File: config.mk
export PLATFORM = sky130hd
export DESIGN_NAME = dma_axi_burst_w_flat
export DESIGN_NICKNAME = d
export VERILOG_FILES = /design/src/rtl/dma_axi_burst_w_if.sv /design/src/rtl/dma_axi_burst_w.sv /design/src/flat_wrapper.sv
export SDC_FILE = /design/constraint.sdc
export NUM_CORES = 1
export LEC_CHECK = 0
export ABC_AREA = 1
export CAP_MARGIN = 5
export CORE_MARGIN = 5
export CORE_UTILIZATION = 48
export DETAILED_ROUTE_END_ITERATION = 6
export GPL_ROUTABILITY_DRIVEN = 0
export HOLD_SLACK_MARGIN = 0.1
export PLACE_DENSITY_LB_ADDON = 0.1
export SKIP_LAST_GASP = 1
export SLEW_MARGIN = 40
export SYNTH_ARGS = -nofsm -noshare
export SYNTH_HDL_FRONTEND = slang
export SYNTH_SLANG_ARGS = --single-unit
File: constraint.sdc
create_clock -name clk -period 4.68 [get_ports clk]
set_clock_uncertainty 0.2 [all_clocks]
set_input_delay 1.404 -clock clk [delete_from_list [all_inputs] [get_ports clk]]
set_output_delay 1.404 -clock clk [all_outputs]
set_load 0.03 [all_outputs]
File: src/rtl/dma_axi_burst_w_if.sv
`default_nettype none
// ============================================================================
// Module   : dma_axi_burst_w_if
// Brief    : AXI4 write-channel bundle (AW, W, B) between the burst-write DMA
//            engine (master) and the system interconnect (slave).
// Revision : 1.0 - initial release
// ============================================================================
interface dma_axi_burst_w_if #(
   parameter int ADDR_W = 32,
   parameter int DATA_W = 32,
   parameter int LEN_W  = 8
);
   logic [3:0]          awid;
   logic                awlock;
   logic [3:0]          awcache;
   logic [2:0]          awprot;
   logic [3:0]          awqos;
   logic [ADDR_W-1:0]   awaddr;
   logic [LEN_W-1:0]    awlen;
   logic [2:0]          awsize;
   logic [1:0]          awburst;
   logic                awvalid;
   logic                awready;
   logic [DATA_W-1:0]   wdata;
   logic [DATA_W/8-1:0] wstrb;
   logic                wlast;
   logic                wvalid;
   logic                wready;
   logic [1:0]          bresp;
   logic                bvalid;
   logic                bready;

   modport master (
      output awid, awlock, awcache, awprot, awqos,
      output awaddr, awlen, awsize, awburst, awvalid,
      input  awready,
      output wdata, wstrb, wlast, wvalid,
      input  wready,
      input  bresp, bvalid,
      output bready
   );

   modport slave (
      input  awid, awlock, awcache, awprot, awqos,
      input  awaddr, awlen, awsize, awburst, awvalid,
      output awready,
      input  wdata, wstrb, wlast, wvalid,
      output wready,
      output bresp, bvalid,
      input  bready
   );
endinterface
`default_nettype wire

File: src/rtl/dma_axi_burst_w.sv
`default_nettype none
// ============================================================================
// Module   : dma_axi_burst_w
// Brief    : AXI4 write-master DMA engine. Moves one programmed transfer from a
//            valid/ready stream onto AXI, split into INCR bursts of at most
//            max_len+1 beats. Define DMA_AXI_BURST_W_4K_SPLIT_EN to also stop
//            every burst at a 4 KB boundary.
// Revision : 1.0 - initial release
// ============================================================================
module dma_axi_burst_w #(
   parameter int ADDR_W = 32,
   parameter int DATA_W = 32,
   parameter int LEN_W  = 8,
   parameter int XFER_W = 16
) (
   input  wire                  clk,
   input  wire                  rst_n,
   input  wire                  start_i,
   input  wire [ADDR_W-1:0]     start_addr_i,
   input  wire [XFER_W-1:0]     xfer_beats_i,
   input  wire [LEN_W-1:0]      max_len_i,
   output logic                 busy_o,
   output logic                 done_o,
   output logic                 error_o,
   input  wire                  s_valid_i,
   output logic                 s_ready_o,
   input  wire [DATA_W-1:0]     s_data_i,
   input  wire [DATA_W/8-1:0]   s_strb_i,
   dma_axi_burst_w_if.master    m_axi
);

   localparam int STRB_W = DATA_W / 8;
   localparam int SIZE   = $clog2(STRB_W);
   // Arithmetic width wide enough for rem, max_len+1 and the 13-bit 4 KB term
   localparam int CW0    = (XFER_W > LEN_W + 1) ? XFER_W : LEN_W + 1;
   localparam int CW     = (CW0 > 13) ? CW0 : 13;
   localparam logic [ADDR_W-1:0] ALIGN_MASK = ~ADDR_W'(STRB_W - 1);

   typedef enum logic [1:0] {
      IDLE = 2'd0,
      ADDR = 2'd1,
      DATA = 2'd2,
      RESP = 2'd3
   } state_t;

   state_t            state_q, state_d;
   logic [ADDR_W-1:0] addr_q;
   logic [XFER_W-1:0] rem_q;
   logic [LEN_W-1:0]  max_len_q;
   logic [LEN_W-1:0]  awlen_q;
   logic [LEN_W-1:0]  beat_q;
   logic              done_q;
   logic              error_q;

   logic              w_start_ok, w_aw_hs, w_w_hs, w_b_hs, w_last;
   logic [CW-1:0]     w_blen_cur, w_cap, w_blen_a, w_blen;
   logic [ADDR_W-1:0] w_addr_inc, w_calc_addr;
   logic [XFER_W-1:0] w_rem_dec, w_calc_rem;
   logic [LEN_W-1:0]  w_calc_max, w_awlen_nxt;
`ifdef DMA_AXI_BURST_W_4K_SPLIT_EN
   logic [12:0]       w_bnd;
`endif

   assign w_start_ok = (state_q == IDLE) && start_i;
   assign w_aw_hs    = (state_q == ADDR) && m_axi.awready;
   assign w_w_hs     = (state_q == DATA) && s_valid_i && m_axi.wready;
   assign w_b_hs     = (state_q == RESP) && m_axi.bvalid;
   assign w_last     = (beat_q == awlen_q);

   // Advance past the burst just completed
   assign w_blen_cur = CW'(awlen_q) + CW'(1);
   assign w_addr_inc = addr_q + (ADDR_W'(w_blen_cur) << SIZE);
   assign w_rem_dec  = rem_q - XFER_W'(w_blen_cur);

   // The next burst is sized either from the fresh request (IDLE) or from the
   // advanced position after a B response, so awlen is registered on ADDR entry
   assign w_calc_addr = (state_q == IDLE) ? (start_addr_i & ALIGN_MASK) : w_addr_inc;
   assign w_calc_rem  = (state_q == IDLE) ? xfer_beats_i : w_rem_dec;
   assign w_calc_max  = (state_q == IDLE) ? max_len_i : max_len_q;

   assign w_cap    = CW'(w_calc_max) + CW'(1);
   assign w_blen_a = (CW'(w_calc_rem) < w_cap) ? CW'(w_calc_rem) : w_cap;
`ifdef DMA_AXI_BURST_W_4K_SPLIT_EN
   assign w_bnd    = (13'd4096 - {1'b0, w_calc_addr[11:0]}) >> SIZE;
   assign w_blen   = (CW'(w_bnd) < w_blen_a) ? CW'(w_bnd) : w_blen_a;
`else
   assign w_blen   = w_blen_a;
`endif
   assign w_awlen_nxt = LEN_W'(w_blen - CW'(1));

   // State register
   always_ff @(posedge clk or negedge rst_n) begin
      if (!rst_n) state_q <= IDLE;
      else        state_q <= state_d;
   end

   // Next-state: zero-beat requests complete without leaving IDLE
   always_comb begin
      state_d = state_q;
      case (state_q)
         IDLE: if (start_i && (xfer_beats_i != '0)) state_d = ADDR;
         ADDR: if (m_axi.awready) state_d = DATA;
         DATA: if (w_w_hs && w_last) state_d = RESP;
         RESP: if (m_axi.bvalid) state_d = (w_rem_dec == '0) ? IDLE : ADDR;
         default: state_d = IDLE;
      endcase
   end

   // Transfer bookkeeping: position, remaining beats, burst length, beat count, status
   always_ff @(posedge clk or negedge rst_n) begin
      if (!rst_n) begin
         addr_q    <= '0;
         rem_q     <= '0;
         max_len_q <= '0;
         awlen_q   <= '0;
         beat_q    <= '0;
         done_q    <= 1'b0;
         error_q   <= 1'b0;
      end else begin
         done_q <= 1'b0;
         if (w_start_ok) begin
            addr_q    <= w_calc_addr;
            rem_q     <= w_calc_rem;
            max_len_q <= max_len_i;
            error_q   <= 1'b0;
            if (xfer_beats_i != '0) awlen_q <= w_awlen_nxt;
            else                    done_q  <= 1'b1;
         end
         if (w_aw_hs) beat_q <= '0;
         if (w_w_hs)  beat_q <= beat_q + LEN_W'(1);
         if (w_b_hs) begin
            addr_q <= w_calc_addr;
            rem_q  <= w_calc_rem;
            if (m_axi.bresp != 2'b00) error_q <= 1'b1;
            if (w_rem_dec != '0) awlen_q <= w_awlen_nxt;
            else                 done_q  <= 1'b1;
         end
      end
   end

   // Outputs: handshakes decoded from state, W channel is a gated stream pass-through
   always_comb begin
      m_axi.awid    = 4'd0;
      m_axi.awlock  = 1'b0;
      m_axi.awcache = 4'b0010;
      m_axi.awprot  = 3'b010;
      m_axi.awqos   = 4'd0;
      m_axi.awsize  = 3'(SIZE);
      m_axi.awburst = 2'b01;
      m_axi.awaddr  = addr_q;
      m_axi.awlen   = awlen_q;
      m_axi.awvalid = (state_q == ADDR);
      m_axi.wvalid  = (state_q == DATA) && s_valid_i;
      m_axi.wlast   = (state_q == DATA) && w_last;
      m_axi.wdata   = (state_q == DATA) ? s_data_i : '0;
      m_axi.wstrb   = (state_q == DATA) ? s_strb_i : '0;
      m_axi.bready  = (state_q == RESP);
      s_ready_o     = (state_q == DATA) && m_axi.wready;
      busy_o        = (state_q != IDLE);
      done_o        = done_q;
      error_o       = error_q;
   end

endmodule
`default_nettype wire
File: src/flat_wrapper.sv
// flat-port wrapper written by rule: the top's interface ports become plain ports
module dma_axi_burst_w_flat 
#(
   parameter int ADDR_W = 32,
   parameter int DATA_W = 32,
   parameter int LEN_W  = 8,
   parameter int XFER_W = 16
)
  (clk, rst_n, start_i, start_addr_i, xfer_beats_i, max_len_i, busy_o, done_o, error_o, s_valid_i, s_ready_o, s_data_i, s_strb_i, m_axi_awid, m_axi_awlock, m_axi_awcache, m_axi_awprot, m_axi_awqos, m_axi_awaddr, m_axi_awlen, m_axi_awsize, m_axi_awburst, m_axi_awvalid, m_axi_awready, m_axi_wdata, m_axi_wstrb, m_axi_wlast, m_axi_wvalid, m_axi_wready, m_axi_bresp, m_axi_bvalid, m_axi_bready);
  dma_axi_burst_w_if #(.ADDR_W(ADDR_W), .DATA_W(DATA_W), .LEN_W(LEN_W)) m_axi_i ();
  input  wire clk;
  input  wire rst_n;
  input  wire start_i;
  input  wire [ADDR_W-1:0] start_addr_i;
  input  wire [XFER_W-1:0] xfer_beats_i;
  input  wire [LEN_W-1:0] max_len_i;
  output logic busy_o;
  output logic done_o;
  output logic error_o;
  input  wire s_valid_i;
  output logic s_ready_o;
  input  wire [DATA_W-1:0] s_data_i;
  input  wire [DATA_W/8-1:0] s_strb_i;
  output wire logic [$bits(m_axi_i.awid)-1:0] m_axi_awid;
  output wire logic [$bits(m_axi_i.awlock)-1:0] m_axi_awlock;
  output wire logic [$bits(m_axi_i.awcache)-1:0] m_axi_awcache;
  output wire logic [$bits(m_axi_i.awprot)-1:0] m_axi_awprot;
  output wire logic [$bits(m_axi_i.awqos)-1:0] m_axi_awqos;
  output wire logic [$bits(m_axi_i.awaddr)-1:0] m_axi_awaddr;
  output wire logic [$bits(m_axi_i.awlen)-1:0] m_axi_awlen;
  output wire logic [$bits(m_axi_i.awsize)-1:0] m_axi_awsize;
  output wire logic [$bits(m_axi_i.awburst)-1:0] m_axi_awburst;
  output wire logic [$bits(m_axi_i.awvalid)-1:0] m_axi_awvalid;
  input wire logic [$bits(m_axi_i.awready)-1:0] m_axi_awready;
  output wire logic [$bits(m_axi_i.wdata)-1:0] m_axi_wdata;
  output wire logic [$bits(m_axi_i.wstrb)-1:0] m_axi_wstrb;
  output wire logic [$bits(m_axi_i.wlast)-1:0] m_axi_wlast;
  output wire logic [$bits(m_axi_i.wvalid)-1:0] m_axi_wvalid;
  input wire logic [$bits(m_axi_i.wready)-1:0] m_axi_wready;
  input wire logic [$bits(m_axi_i.bresp)-1:0] m_axi_bresp;
  input wire logic [$bits(m_axi_i.bvalid)-1:0] m_axi_bvalid;
  output wire logic [$bits(m_axi_i.bready)-1:0] m_axi_bready;
  assign m_axi_awid = m_axi_i.awid;
  assign m_axi_awlock = m_axi_i.awlock;
  assign m_axi_awcache = m_axi_i.awcache;
  assign m_axi_awprot = m_axi_i.awprot;
  assign m_axi_awqos = m_axi_i.awqos;
  assign m_axi_awaddr = m_axi_i.awaddr;
  assign m_axi_awlen = m_axi_i.awlen;
  assign m_axi_awsize = m_axi_i.awsize;
  assign m_axi_awburst = m_axi_i.awburst;
  assign m_axi_awvalid = m_axi_i.awvalid;
  assign m_axi_i.awready = m_axi_awready;
  assign m_axi_wdata = m_axi_i.wdata;
  assign m_axi_wstrb = m_axi_i.wstrb;
  assign m_axi_wlast = m_axi_i.wlast;
  assign m_axi_wvalid = m_axi_i.wvalid;
  assign m_axi_i.wready = m_axi_wready;
  assign m_axi_i.bresp = m_axi_bresp;
  assign m_axi_i.bvalid = m_axi_bvalid;
  assign m_axi_bready = m_axi_i.bready;
  dma_axi_burst_w #(.ADDR_W(ADDR_W), .DATA_W(DATA_W), .LEN_W(LEN_W), .XFER_W(XFER_W)) u_core (.clk(clk), .rst_n(rst_n), .start_i(start_i), .start_addr_i(start_addr_i), .xfer_beats_i(xfer_beats_i), .max_len_i(max_len_i), .busy_o(busy_o), .done_o(done_o), .error_o(error_o), .s_valid_i(s_valid_i), .s_ready_o(s_ready_o), .s_data_i(s_data_i), .s_strb_i(s_strb_i), .m_axi(m_axi_i));
endmodule
Word-level counts from Yosys, hierarchy flattened
Cells that the tools add are included.
{"block": "classes", "n_addsub": 6, "magnitude_cmp": 1, "n_eq_ne": 8, "muxes": 29, "reduce_logical": 18}
{"op": "2-to-1 mux 32 bit", "n": 4}
{"op": "2-to-1 mux 8 bit", "n": 8}
{"op": "2-to-1 mux 16 bit", "n": 3}
{"op": "adder 32 x 18 -> 32 bit", "n": 1}
{"op": "nonzero test 16 bit", "n": 2}
{"op": "adder 8 x 1 -> 9 bit, second input constant", "n": 2}
{"op": "logical NOT 16 bit", "n": 1}
{"op": "< comparator 16 x 9 -> 1 bit", "n": 1}
{"op": "subtractor 16 bit", "n": 1}
{"op": "logical AND 1 bit", "n": 9}
{"op": "adder 8 x 1 -> 8 bit, second input constant", "n": 1}
{"op": "== test 8 bit", "n": 1}
{"op": "2-to-1 mux 1 bit", "n": 8}
{"op": "2-to-1 mux 2 bit", "n": 4}
{"op": "one-hot mux 2 bit (4 select lines)", "n": 1}
{"op": "nonzero test 2 bit", "n": 4}
{"op": "subtractor 8 x 1 -> 8 bit, second input constant", "n": 1}
{"op": "inequality test 2 bit, second input constant", "n": 3}
{"op": "== test 2 bit, second input constant", "n": 2}
{"op": "2-to-1 mux 4 bit", "n": 1}
{"op": "AND reduction 4 bit", "n": 1}
{"op": "== test 2 x 1 -> 1 bit, second input constant", "n": 1}
{"op": "logical NOT 2 bit", "n": 1}
{"op": "inequality test 2 x 1 -> 1 bit, second input constant", "n": 1}
{"block": "word_totals", "register_bits": 76, "in_bits": 101, "output_inout_bits": 105, "wordCells": 70}

Longest topological paths before layout
Gate-level depths: netlist of the first run.
{"block": "depth", "word_depth": 10, "depth_mapped": 33}

Least setup slack after synthesis of the first run
Ideal clock, no wire load.
{"block": "synth_timing", "path_type": "input -> register", "from": "input port max_len_i[2]", "to": "register u_core.awlen_q[6], in the netlist u_core.m_axi.awlen[6]", "setup_time_ns": 0.113, "t_arrival_ns": 4.035, "required_ns": 4.367, "setup_slack_ns": 0.332, "cell_stages": 22, "n_path_buf": 1, "cell_sequence": "inv_1 -> nand2_1 -> o21ai_0 -> nor4_1 -> nand3_1 -> xor2_1 -> ha_1 -> a21oi_1 -> o21a_1 -> nand2_1 -> nand2_2 -> nand3_4 -> buf_6 -> o21ai_4 -> ha_1 -> nand2_2 -> nor2_2 -> nand2_1 -> nand2_1 -> nand3_1 -> nand2_1 -> inv_1"}
{"block": "synth_via", "elab_chain_len": 9}
{"item": "start: declaration", "line_no": "flat_wrapper.sv:16", "text": "input wire [LEN_W-1:0] max_len_i;"}
{"item": "2-to-1 mux 8 bit *", "line_no": "dma_axi_burst_w.sv:79", "text": "assign w_calc_max = (state_q == IDLE) ? max_len_i : max_len_q;"}
{"item": "adder 8 x 1 -> 9 bit *", "line_no": "dma_axi_burst_w.sv:81", "text": "assign w_cap = CW'(w_calc_max) + CW'(1);"}
{"item": "< comparator 16 x 9 -> 1 bit", "line_no": "dma_axi_burst_w.sv:82", "text": "assign w_blen_a = (CW'(w_calc_rem) < w_cap) ? CW'(w_calc_rem) : w_cap;"}
{"item": "2-to-1 mux 8 bit *", "line_no": "dma_axi_burst_w.sv:82"}
{"item": "subtractor 8 x 1 -> 8 bit *", "line_no": "dma_axi_burst_w.sv:89", "text": "assign w_awlen_nxt = LEN_W'(w_blen - CW'(1));"}
{"item": "2-to-1 mux 8 bit", "line_no": "dma_axi_burst_w.sv:126", "text": "if (xfer_beats_i != '0) awlen_q <= w_awlen_nxt;"}
{"item": "2-to-1 mux 8 bit", "line_no": "dma_axi_burst_w.sv:121", "text": "if (w_start_ok) begin"}
{"item": "2-to-1 mux 8 bit", "line_no": "dma_axi_burst_w.sv:135", "text": "if (w_rem_dec != '0) awlen_q <= w_awlen_nxt;"}
{"item": "2-to-1 mux 8 bit *", "line_no": "dma_axi_burst_w.sv:131", "text": "if (w_b_hs) begin"}
{"item": "end signal: assignment", "line_no": "dma_axi_burst_w.sv:126"}
{"item": "end signal: assignment", "line_no": "dma_axi_burst_w.sv:135"}
{"item": "end: declaration", "line_no": "dma_axi_burst_w.sv:50", "text": "logic [LEN_W-1:0] awlen_q;"}
Every way passes the cells marked *; elsewhere a longest branch is shown, timed or not.
A chain may end at the register's enable or synchronous reset.

Worst setup path after layout of the first run
{"block": "layout_timing", "from": "input port max_len_i[0]", "to": "register u_core.awlen_q[7], in the netlist u_core.m_axi.awlen[7]"}
The elaborated chain is that of the path after synthesis.

==> metrics.yaml, run 1 <==
final_layout:
  final_nets: 1344
  syn_to_final_growth_pct: 38.7
  utilization_pct: 67.2
  drive_gt1_share_pct: 10.8
  antenna_cells: 0
detailed_routing:
  wire_per_inst_um: 15.2
  post-route-drc-count: 0
  via_per_inst: 5.09
  drt_iter0_drc: 568
  antenna_left: 0
  num_vias: 7089
  drtPass1Iterations: 6
  wirelength_um: 21100
yosys:
  netlist_area_mm2: 0.00665
  yosysMostFrequentCell: "nand2_1"
  synth_top_area_share_pct: 27.8
  async_flop_share_pct: 100
  synth_flop_cell: "dfrtp_1"
  synth-seq-area-share_pct: 27.8
  synth_common_cells: "nand2_1 (269), inv_1 (157), o21ai_0 (85)"
  ys_types: 48
  synth-seq-cells: 74
  avgSynthCellArea_um2: 6.60
  synth_area_leaders: "dfrtp_1 (28%), nand2_1 (15%), inv_1 (8.9%), ha_1 (6.4%), o21ai_0 (6.4%)"
  yosysTopAreaCell: "dfrtp_1"
  synth_cells: 1008
  ys_warn_count: 0
  synth_edf_count: 0
worst_setup_path:
  cp.required_ns: 4.72
  path_class: "input port to flop"
  crit_arrival_ns: 4.49
  end_kind: "flop"
  worstPathMaxFanout: 5
  start_kind: "input port"
floorplan:
  core_mm2: 0.0137
  die_width_um: 128
  initial_utilization_pct: 48.5
  num_rows: 43
  die_y_um: 128
  fp.dieArea_mm2: 0.0163
  pin_count: 206
timing:
  max_slew_margin_pct: 52.1
  drv_slew: 0
  final_hold_viol_count: 0
  max_freq_mhz: 225
  post-route-period-util_pct: 95.0
  layout_min_cycle_time_ns: 4.45
  setup_viol: 0
  timing.setup.tns_ns: 0
  tightestPinTransition_ns: 0.719
clocking:
  clkTransAtPathRegs_ns: 0.06
  hold_buffers: 0
  clockBufferDepth: 2
  cts_root_buf: "clkbuf_16"
  cts_buffers: 9
  htreeDepth: 3
  cts_sinks: 74
  insertion_delay_ns: 0.35
  cts_tree: "done"
power_and_ir_drop:
  pwr-share-seq_pct: 15.5
  leakagePower_uw: 0.00462
  powerDensity_mw_per_mm2: 868
  power.switching_uw: 4200
  power_frac_comb_pct: 74.0
  irDropWorstVdd_uv: 361
  total_power_uw: 8010
  intPower_uw: 3810
  p_sw_share_pct: 52.5
  clkPwrFrac_pct: 10.5
global_routing:
  overflow: 0
  grt_use_total_pct: 25.5
  grt_start_max_net_pins: 75
  grt_pass1_wl_um: 33300
  antenna_found_initial: 0
  grt_pass1_vias: 6710
placed_design:
  dpl.hpwl_um: 16400
  port_buffers: 180
job:
  drv_cap: 0
worst_hold_path:
  hp-class: "flop to flop"
outcome:
  status: "completed"
worst max-delay path: stages:
cell	delay, ns
clkdlybuf4s50_1	0.48
nand2_1	0.07
nand2_2	0.11
nand2_1	0.08
nor4_2	0.32
nand3_1	0.13
xor2_1	0.17
ha_1	0.34
nand2_1	0.08
o21a_1	0.18
nand2_2	0.07
nand2_4	0.06
nand3_4	0.14
nand2_2	0.06
nand2_2	0.12
buf_4	0.12
nand2_1	0.05
nor2_2	0.17
nand2_1	0.08
nand2_1	0.08
nand3_2	0.06
nand2_1	0.08
inv_1	0.03
per-stage QoR:
stage,hold WS [ns],setup slack [ns],cell area (um^2),instances
4_1_cts,0.284,0.0674,9080,1389
3_5_place_dp,0.267,-0.254,8730,1373
6_report,0.281,0.233,9230,1392
5_1_grt,0.327,-0.0413,9230,1392
3_3_place_gp,0.263,-0.240,8720,1373
2_1_floorplan,0.248,0.332,6730,1029
flip-flops by register name (all words and copies together), names as in the netlist:
name / cells
u_core.beat_q: 8
u_core.rem_q: 16
u_core.m_axi.awlen: 8
u_core.state_q: 2
u_core.max_len_q: 8
u_core.done_o: 1
u_core.m_axi.awaddr: 30
u_core.error_o: 1
routing by layer:
layer / GRT usage (%) / vias up / share of wire [%]
met5: 0 / - / 0
met4: 6.18 / 0 / 1.6
met3: 7.08 / 25 / 7.1
met2: 44.0 / 209 / 49
met1: 31.8 / 3286 / 42
li1: - / 3569 / -
power groups by stage:
stage,Clock (uW),Combinational [uW],Sequential (uW)
after floorplan,0,3590,1480
after detailed placement,0,5630,1240
after global placement,0,5570,1240
after global routing,881,6580,1280
final,842,5920,1240
after CTS,855,5680,1240
final cells by class:
type / instances / area (um^2)
Fill cell: 1210 / 4490
Multi-Input combinational cell: 740 / 4080
Inverter: 162 / 608
Sequential cell: 74 / 1850
Clock buffer: 12 / 256
Timing Repair Buffer: 220 / 2110
Tap cell: 180 / 225
Clock inverter: 4 / 97.6
layout by cell type (no fill, tap or decap), drive strengths merged, types with 7 or more instances in the layout:
cell,netlist,layout
nor4,7,7
nand3,59,59
buf,32,41
clkdlybuf4s50,0,178
ha,34,34
xnor2,14,14
nand4,28,28
nand2,291,291
nor2,80,80
clkbuf,21,12
o22ai,10,10
nor3,14,14
o21ai,92,92
inv,161,161
xor2,25,25
a21oi,32,32
dfrtp,74,74
conb,2,23
timing repair:
item                                    in CTS  in global routing
endpoints found under the setup margin       0                  7
setup buffers                                0                  4
gates resized for setup                      0                 33
path summary, 6_finish.rpt:
check                                       from  cells past startpoint                      end  slack (ns)
min                          u_core.max_len_q[4]                      2      u_core.max_len_q[4]        0.28
min in group asynchronous                  rst_n                      1  u_core.m_axi.awaddr[29]        0.89
max                                 max_len_i[0]                     23    u_core.m_axi.awlen[7]        0.23
min reg2reg                  u_core.max_len_q[4]                      2      u_core.max_len_q[4]        0.28
max reg2reg                u_core.m_axi.awlen[1]                     28    u_core.m_axi.awlen[7]        0.28
max in group asynchronous                  rst_n                      1    u_core.m_axi.awlen[1]        2.85
kinds of logic (layout without fill, tap and decap cells):
group	Yosys count	after routing	synth area share, %
buffers and inverters	215	398	13.8
and+or+nand+nor	489	489	33.5
AOI/OAI and AO/OA	152	152	12.5
xor gates and xnor gates	39	39	5.13
adders and majority gates	36	36	7.00
other	2	23	0.113
muxes	1	1	0.150
DFF	74	74	27.8
Power figures use the tool's default switching activity.
==> run 2, diff against run 1 <==
--- a/config.mk
+++ b/config.mk
@@ -8,11 +8,12 @@
 export ABC_AREA = 1
 export CAP_MARGIN = 5
 export CORE_MARGIN = 5
-export CORE_UTILIZATION = 48
+export CORE_UTILIZATION = 44
 export DETAILED_ROUTE_END_ITERATION = 6
 export GPL_ROUTABILITY_DRIVEN = 0
 export HOLD_SLACK_MARGIN = 0.1
 export PLACE_DENSITY_LB_ADDON = 0.1
+export SETUP_SLACK_MARGIN = 0.5
 export SKIP_LAST_GASP = 1
 export SLEW_MARGIN = 40
 export SYNTH_ARGS = -nofsm -noshare
==> constraint.sdc (replaced) <==
create_clock -name clk -period 3.6 [get_ports clk]
set_clock_uncertainty 0.2 [all_clocks]
set_input_delay 1.08 -clock clk [delete_from_list [all_inputs] [get_ports clk]]
set_output_delay 1.08 -clock clk [all_outputs]
set_load 0.03 [all_outputs]
==> run 2 against run 1 <==
The run now ends with setup timing left. Global-route usage increased by 0.37 points. First-iteration DRC count increased by 13%. Routed wire length increased by 17%. Clock power increased by 38%. Non-clock buffer count increased by 143. Flip-flop and latch count unchanged. Final cell count increased by 11%. Setup slack got worse by 0.84 ns. Critical path type is now flop to flop. Critical endpoint is now u_core.m_axi.awlen[4].
==> metrics.yaml, run 2 (synthesis gave the netlist of run 1 again) <==
timing:
  post-route-period-util_pct: 117
  rsz0062_at_grt: "yes"
  tightestPinTransition_ns: 0.907  # was 0.719 ns
  worst_slack_ns: -0.608  # was 0.233 ns
  drv_slew: 0  # unchanged
  setup_viol: 14  # was 0
  layout_min_cycle_time_ns: 4.21
  max_slew_margin_pct: 39.0  # was 52.1%
  max_freq_mhz: 238
  final_hold_viol_count: 0  # unchanged
global_routing:
  grt_start_max_net_pins: 48  # was 75
  met1_usage_pct: 31.7  # was 31.8%
  gr-usage-met2_pct: 44.4  # was 44.0%
  grt_pass1_wl_um: 37000  # was 33300 um
  overflow: 0  # unchanged
  grt_use_met3_pct: 5.13  # was 7.08%
  grt_use_total_pct: 25.9  # was 25.5%
  grt_busiest_layer: "met2"  # unchanged
  grt_pass1_vias: 7567  # was 6710
  antenna_found_initial: 1  # was 0
worst_setup_path:
  worstPathMaxFanout: 7  # was 5
  crit_arrival_ns: 4.24  # was 4.49 ns
  cpPeakStageDelay_ns: 0.42  # was 0.48 ns
  path_class: "flop to flop"  # was input port to flop
  end_kind: "flop"  # unchanged
  crit_family: "simple AND/OR/NAND/NOR gates"  # unchanged
  critPathMostFrequentCell: "nand2_2"  # was nand2_1
  start_kind: "flop"  # was input port
  cp.required_ns: 3.63  # was 4.72 ns
  regToRegSetupSlack_ns: -0.61  # was 0.28 ns
  critical_path.slowest_cell: "dfrtp_2"  # was clkdlybuf4s50_1
  cp_num_buf_inv: 4  # was 3
power_and_ir_drop:
  leakagePower_uw: 0.00569  # was 0.00462 uW
  irDropWorstVdd_uv: 536  # was 361 uV
  total_power_uw: 13300  # was 8010 uW
  powerDensity_mw_per_mm2: 1200  # was 868 mW/mm^2
clocking:
  cts_sinks: 74  # unchanged
  cts_buffers: 9  # unchanged
  cts_tree: "done"  # unchanged
  clkTransAtPathRegs_ns: 0.06  # about the same
  htreeDepth: 3  # unchanged
  cts_root_buf: "clkbuf_16"  # unchanged
  insertion_delay_ns: 0.35  # about the same
  clockBufferDepth: 2  # unchanged
floorplan:
  core_mm2: 0.0150  # was 0.0137 mm^2
  die_width_um: 133  # was 128 um
  initial_utilization_pct: 44.3  # was 48.5%
  fp.dieArea_mm2: 0.0177  # was 0.0163 mm^2
  die_y_um: 133  # was 128 um
  num_rows: 45  # was 43
  pin_count: 206  # unchanged
detailed_routing:
  via_per_inst: 5.15  # was 5.09
  num_vias: 7954  # was 7089
  drt_iter0_drc: 644  # was 568
  wire_per_inst_um: 16.0  # was 15.2 um
  drtPass1Iterations: 6  # unchanged
  post-route-drc-count: 0  # unchanged
  antenna_left: 0  # unchanged
  wirelength_um: 24700  # was 21100 um
outcome:
  status: "finished, violations left"  # was completed
  violations: "setup timing"
final_layout:
  utilization_pct: 73.9  # was 67.2%
  syn_to_final_growth_pct: 67.0  # was 38.7%
  final_nets: 1487  # was 1344
  final_common_cell: "nand2_1"  # unchanged
  drive_gt1_share_pct: 30.9  # was 10.8%
  largest_register_ffs: 30  # unchanged
  final_cell_mix: "nand2_1 (239), buf_4 (151), inv_1 (138)"  # was nand2_1 (262), clkdlybuf4s50_1 (178), inv_1 (156)
worst_hold_path:
  hp-class: "flop to flop"  # unchanged
placed_design:
  dpl.hpwl_um: 17300  # was 16400 um
  port_buffers: 180  # unchanged
job:
  drv_cap: 0  # unchanged
## run 2: tightest hold or removal path, stage by stage, from the launching register on
cell and delay [ns]:
dfrtp_1 0.34, nand2_1 0.05, o21ai_0 0.06
## run 2: cell type report
class | count | area (um^2)
antenna | 1 | 2.50
tap | 188 | 235
sequential | 74 | 1860
timing repair buffer | 363 | 3400
fill | 1142 | 3920
clock inverter | 5 | 125
inverter | 162 | 614
clock buffer | 11 | 243
multi-input combinational | 740 | 4640
## run 2: repair_timing
| item | in CTS | in global routing |
|---|---|---|
| resized for setup | 113 | 138 |
| hold buffers | 0 | 0 |
| setup buffers | 27 | 23 |
| endpoints found under the setup margin | 40 | 74 |
| pin swaps | 60 | 70 |
## run 2: per-layer routing
metal / routed length, um / share of wire [%] / vias to the layer above
li1: - / - / 3852
met1: 9980 / 40 / 3682
met2: 12100 / 49 / 346
met3: 1710 / 6.9 / 74
met4: 939 / 3.8 / 0
met5: 0 / 0 / -
## run 2: per-stage QoR
stage	hold WS, ns	instances	setup TNS [ns]	cell area [um^2]	setup slack (ns)
finish	0.293	1544	-4.47	11100	-0.608
CTS	0.283	1520	-4.16	10500	-0.506
detailed placement	0.265	1477	-6.74	9540	-0.946
global placement	0.263	1477	-6.24	9540	-0.890
global route	0.316	1544	-8.16	11100	-0.806
floorplan	0.248	1029	-2.03	6880	-0.446
## run 2: worst paths after layout
| path | from | endpoint | depth (start not counted) |
|---|---|---|---|
| worst max-delay path | u_core.m_axi.awlen[1] | u_core.m_axi.awlen[4] | 25 |
| worst min-delay path | u_core.max_len_q[4] | u_core.max_len_q[4] | 2 |
| worst max register to register | u_core.m_axi.awlen[1] | u_core.m_axi.awlen[4] | 25 |
| worst min register to register | u_core.max_len_q[4] | u_core.max_len_q[4] | 2 |
| max in group asynchronous | rst_n | u_core.max_len_q[1] | 2 |
| min in group asynchronous | rst_n | u_core.m_axi.awaddr[29] | 1 |
## run 2: power by group
part           switching, uW  internal, uW  total [uW]  leakage (uW)
registers                429          1220        1650      0.000915
clock network            389           766        1160      0.000180
logic                   5760          4770       10500       0.00460
total                   6580          6760       13300       0.00569
==> run 3, diff against run 2 <==
--- a/config.mk
+++ b/config.mk
@@ -9,6 +9,7 @@
 export CAP_MARGIN = 5
 export CORE_MARGIN = 5
 export CORE_UTILIZATION = 44
+export CTS_CLUSTER_SIZE = 12
 export DETAILED_ROUTE_END_ITERATION = 6
 export GPL_ROUTABILITY_DRIVEN = 0
 export HOLD_SLACK_MARGIN = 0.1
==> results of run 3 <==
The final DEF is identical to that of run 2; final timing and power are the same.
==> RTL change 1: new RTL, settings of run 2 <==
The option `DMA_AXI_BURST_W_4K_SPLIT_EN` is turned on by a define.
--- a/src/rtl/dma_axi_burst_w.sv
+++ b/src/rtl/dma_axi_burst_w.sv
@@ -8,4 +8,6 @@
 // Revision : 1.0 - initial release
 // ============================================================================
+`define DMA_AXI_BURST_W_4K_SPLIT_EN
+
 module dma_axi_burst_w #(
    parameter int ADDR_W = 32,
Function: changed (a bounded check fails within 4 cycles, from zero or initial values and one cycle with rst_n low).
==> RTL change 1 against run 2 <==
The run still ends with negative setup slack left. Sequential cell count rose by 2. Wire length rose by 1.3%. Highest routed layer unchanged. Global-route usage fell by 0.30 points. Setup slack got worse by 1.1 ns. Synthesized cell count rose by 7.9%. Critical endpoint is now u_core.m_axi.awlen[6]. Fmax fell by 20%. Area after synthesis rose by 6.1%. Cell area rose by 8.0%.
Power is left out: the tool's default activity adds up to more than one toggle a clock period on the data nets, which glitch-free logic cannot reach.
==> RTL change 1: results (changes against run 2) <==
| Metric | Value |
|---|---|
| Largest cells by area after synthesis | `dfrtp_1 (27%), nand2_1 (16%), inv_1 (10%)` |
| TNS Setup | `-17.23 ns (-12.77 ns)` |
| I/O Buffers | `182 (+1.1%)` |
| Max reg flops | `32 (+6.7%)` |
| Min-Delay Endpoint | `u_core.max_len_q[3]` |
| ANT cells | `0 (-1)` |
| Initial antenna violation count | `0 (-1)` |
| Arrival @ worst endpoint | `5.31 ns (+1.07 ns)` |
| Vias per cell | `4.842 (-6.0%)` |
| Setup violations, final | `24 (+10)` |
| Outcome | `finished, violations left` |
| Area after DPL | `0.01051 mm^2 (+10%)` |
| Drt pass-1 iters | `5 (-1)` |
| Final worst setup slack | `-1.678 ns (-1.070 ns)` |
| Layout cell share with drive strength beyond 1 | `33.18% (+2.3 points)` |
| Setup Buffers After CTS | `28 (+3.7%)` |
| Seq/Total Area, Yosys | `26.95% (-0.89 points)` |
| Largest net degree at the start of global routing | `42 (-13%)` |
| Min-delay src | `u_core.max_len_q[3]` |
| WL/cell | `14.61 um (-8.7%)` |
| Top post-synthesis cells by count | `nand2_1 (306), inv_1 (193), o21ai_0 (87)` |
| Global router's overall resource usage | `25.62% (-0.30 points)` |
| Reg2Reg Depth | `39 (+56%)` |
| First-pass GRT wire length | `38150 um (+3.1%)` |
| Final nets | `1640 (+10%)` |
| Number of global-route vias before repair | `8129 (+7.4%)` |
| Post-DP HPWL | `18210 um (+5.2%)` |
| Failing checks | `negative setup slack` |
-- RTL change 1: changes by cell type after synthesis, moves of 10 or more --
cell	before	now
ha_1	34	44
xnor2_1	14	4
nand2_1	269	306
inv_1	157	193
nand4_1	28	10
xor2_1	25	41
-- RTL change 1: kinds of logic (layout without fill, tap and decap cells) --
kind of cell | after synthesis | count (layout) | share of synthesized area [%]
and+or+nand+nor | 513 | 514 | 31.79
buffers and inverters | 247 | 635 | 14.52
AOI/OAI and AO/OA | 157 | 157 | 12.39
DFF | 76 | 76 | 26.95
adders and majority gates | 46 | 46 | 8.367
xor gates and xnor gates | 45 | 45 | 5.584
other | 2 | 23 | 0.1064
muxes | 2 | 2 | 0.3014
-- RTL change 1: routing by layer --
metal | global-route usage (%) | vias to the layer above | share of wire (%)
met5 | 0 | - | 0
met4 | 7.839 | 0 | 2.3
met3 | 5.735 | 48 | 7.1
met2 | 42.91 | 283 | 49
met1 | 32.95 | 3775 | 42
li1 | - | 4194 | -
-- RTL change 1: stage by stage --
step / worst slack [ns] / hold slack, ns / utilization, % / cells
final: -1.678 / 0.2822 / 75.79 / 1714
after global routing: -1.942 / 0.3058 / 75.79 / 1714
after CTS: -1.495 / 0.2844 / 72.30 / 1700
after detailed placement: -2.188 / 0.2686 / 66.41 / 1655
after global placement: -2.044 / 0.2608 / 66.41 / 1655
after floorplan: -1.642 / 0.2478 / - / 1109
-- RTL change 1: final cells by class --
type	count	area, um^2
multi-input combinational	787	5036
fill	1178	3831
timing repair buffer	419	3719
sequential	76	1907
inverter	200	753.2
tap	216	270.3
clock buffer	10	239.0
clock inverter	6	72.57
-- RTL change 1: tightest hold or removal path, stage by stage (launching register included) --
cell and delay (ns):
dfrtp_1 0.34, nand2_1 0.05, o21ai_0 0.06
==> RTL change 2: new RTL, flow settings as in run 2 <==
Without the edit above. The 4 states of `state_t` get a Gray code encoding in 2 bits.
--- a/src/rtl/dma_axi_burst_w.sv
+++ b/src/rtl/dma_axi_burst_w.sv
@@ -38,8 +38,8 @@
 
    typedef enum logic [1:0] {
-      IDLE = 2'd0,
-      ADDR = 2'd1,
-      DATA = 2'd2,
-      RESP = 2'd3
+      IDLE = 2'b00,
+      ADDR = 2'b01,
+      DATA = 2'b11,
+      RESP = 2'b10
    } state_t;
 
Function: same outputs for any inputs over 4 cycles, from zero or initial values and one cycle with rst_n low; so few cycles prove little.
==> RTL change 2 against run 2 <==
The flow still finishes with violations (negative setup slack). Total power rose by 0.33%. Clock power is 11% lower. Die area down 0.57%. Setup slack got worse by 0.11 ns. Wire length fell by 6.4%. Utilization up 0.093 points. Via count is 2.9% lower. Sequential cell count did not move. Global-route usage fell by 0.91 points. Cell area fell by 2.5%. Count of clock-buffer cells in the layout down 1. Area after synthesis decreased by 0.62%.
==> RTL change 2: results (changes against run 2) <==
| Metric | Value |
|---|---|
| Outcome | `finished, violations left` |
| Failing checks | `negative setup slack` |
| Min-delay src | `u_core.max_len_q[5]` |
| Clock-pin slew on the worst setup and hold paths | `0.06 ns (about the same)` |
| Mux cell area share after synthesis | `0% (-0.15 points)` |
| WL/cell | `15.29 um (-4.4%)` |
| Worst path max stage delay | `0.45 ns (+0.03 ns)` |
| Fillers | `1153 (+0.96%)` |
| Number of global-route vias before repair | `7345 (-2.9%)` |
| Top post-synthesis cells by count | `nand2_1 (242), inv_1 (148), nor2_1 (106)` |
| Peak VDD IR | `879.8 uV (+64%)` |
| Final worst setup slack | `-0.7140 ns (-0.1065 ns)` |
| Drt pass-1 iters | `5 (-1)` |
| Lkg Pwr | `5.442 nW (-4.4%)` |
| Crit-path max FO | `8 (+1)` |
| Post-place setup slack | `-1.142 ns (-0.1959 ns)` |
| Post-DP HPWL | `16650 um (-3.8%)` |
| Area after DPL | `0.009313 mm^2 (-2.4%)` |
| Arrival @ worst endpoint | `4.35 ns (+0.11 ns)` |
| First-pass GRT wire length | `36700 um (-0.82%)` |
| Via count | `7720 (-2.9%)` |
| Vias per cell | `5.106 (-0.89%)` |
| Compound-Gate Fraction of Synth Area | `14.19% (+1.7 points)` |
| Starting DRT DRC Count | `418 (-35%)` |
| Post-synthesis adder-cell area fraction | `6.283% (-0.71 points)` |
| Syn avg cell area | `6.526 um^2 (-1.1%)` |
| Setup violations, final | `8 (-6)` |
| Worst r2r src | `u_core.m_axi.awlen[1]` |
| Slew @ Worst Pin | `0.6333 ns (-0.2735 ns)` |
| Clock power share | `7.7% (-1.0 points)` |
| Final nets | `1456 (-2.1%)` |
| ANT cells | `0 (-1)` |
| I/O Buffers | `180 (unchanged)` |
| Highest Signal Layer | `met4` |
| Psw | `6.756 mW (+2.6%)` |
| CP max-delay cell | `clkdlybuf4s50_1` |
| Post-Synth XOR/XNOR Area | `5.167% (+0.032 points)` |
| Unique masters post-synth | `47 (-2.1%)` |
| Initial antenna violation count | `0 (-1)` |
| Layout cell share with drive strength beyond 1 | `29.37% (-1.6 points)` |
| WL met1 | `9548 um (-4.3%)` |
| Met2 Wirelength | `11440 um (-5.3%)` |
| Largest cells by area after synthesis | `dfrtp_1 (28%), nand2_1 (14%), inv_1 (8.4%)` |
| Final min period | `4.314 ns (+0.1065 ns)` |
| Seq/Total Area, Yosys | `28.01% (+0.17 points)` |
| CP Launch Point | `max_len_i[3]` |
| Largest net degree at the start of global routing | `47 (-2.1%)` |
| Global router's overall resource usage | `25.00% (-0.91 points)` |
| Crit-path leading delay family | `simple AND/OR/NAND/NOR gates` |
| Max_cap viols | `0 (unchanged)` |
| Met3 WL | `1504 um (-12%)` |
==> RTL change 2: cell types whose count changed after synthesis, sizes merged, moves of 3 or more <==
cell	before	now
a21oi	32	38
ha	34	30
inv	161	158
nand2	291	258
nand3	59	64
nand4	28	15
nor2	80	115
nor3	14	19
nor4	7	12
o211ai	4	11
o22ai	10	4
xnor2	14	10
xor2	25	29
==> RTL change 2: metal layers <==
metal,global-route usage [%],vias to the layer above
met4,7.737,0
met2,42.40,300
li1,-,3820
met1,32.03,3547
met3,5.201,53
met5,0,-
==> RTL change 2: stage by stage <==
stage	TNS (ns)	utilization (%)	total power, mW
final	-4.907	74.01	13.39
after global routing	-6.461	74.01	14.37
after CTS	-2.879	71.58	12.36
after detailed placement	-8.535	63.59	10.00
after global placement	-7.674	63.59	9.874
after floorplan	-3.528	-	6.680
==> RTL change 2: layout make-up <==
class                      count  area share, %
multi-input combinational    751          44.72
inverter                     158          5.541
clock buffer                  10          2.205
tap                          184          2.124
sequential                    74          17.13
clock inverter                 6         0.8774
timing repair buffer         329          27.40
==> RTL change 2: final timing paths <==
kind / end / slack, ns / cells past startpoint
min in group asynchronous: u_core.rem_q[10] / 0.54 / 1
hold reg to reg: u_core.max_len_q[5] / 0.29 / 2
hold / removal: u_core.max_len_q[5] / 0.29 / 2
setup reg to reg: u_core.m_axi.awlen[6] / -0.67 / 30
setup / recovery: u_core.m_axi.awlen[6] / -0.71 / 26
max in group asynchronous: u_core.m_axi.awlen[1] / 2.05 / 2
==> RTL change 2: repair_timing <==
item | in CTS | in global routing
gates resized for setup | 172 | 78
setup buffers | 28 | 7
pin swaps | 107 | 63
setup endpoints to repair | 68 | 61
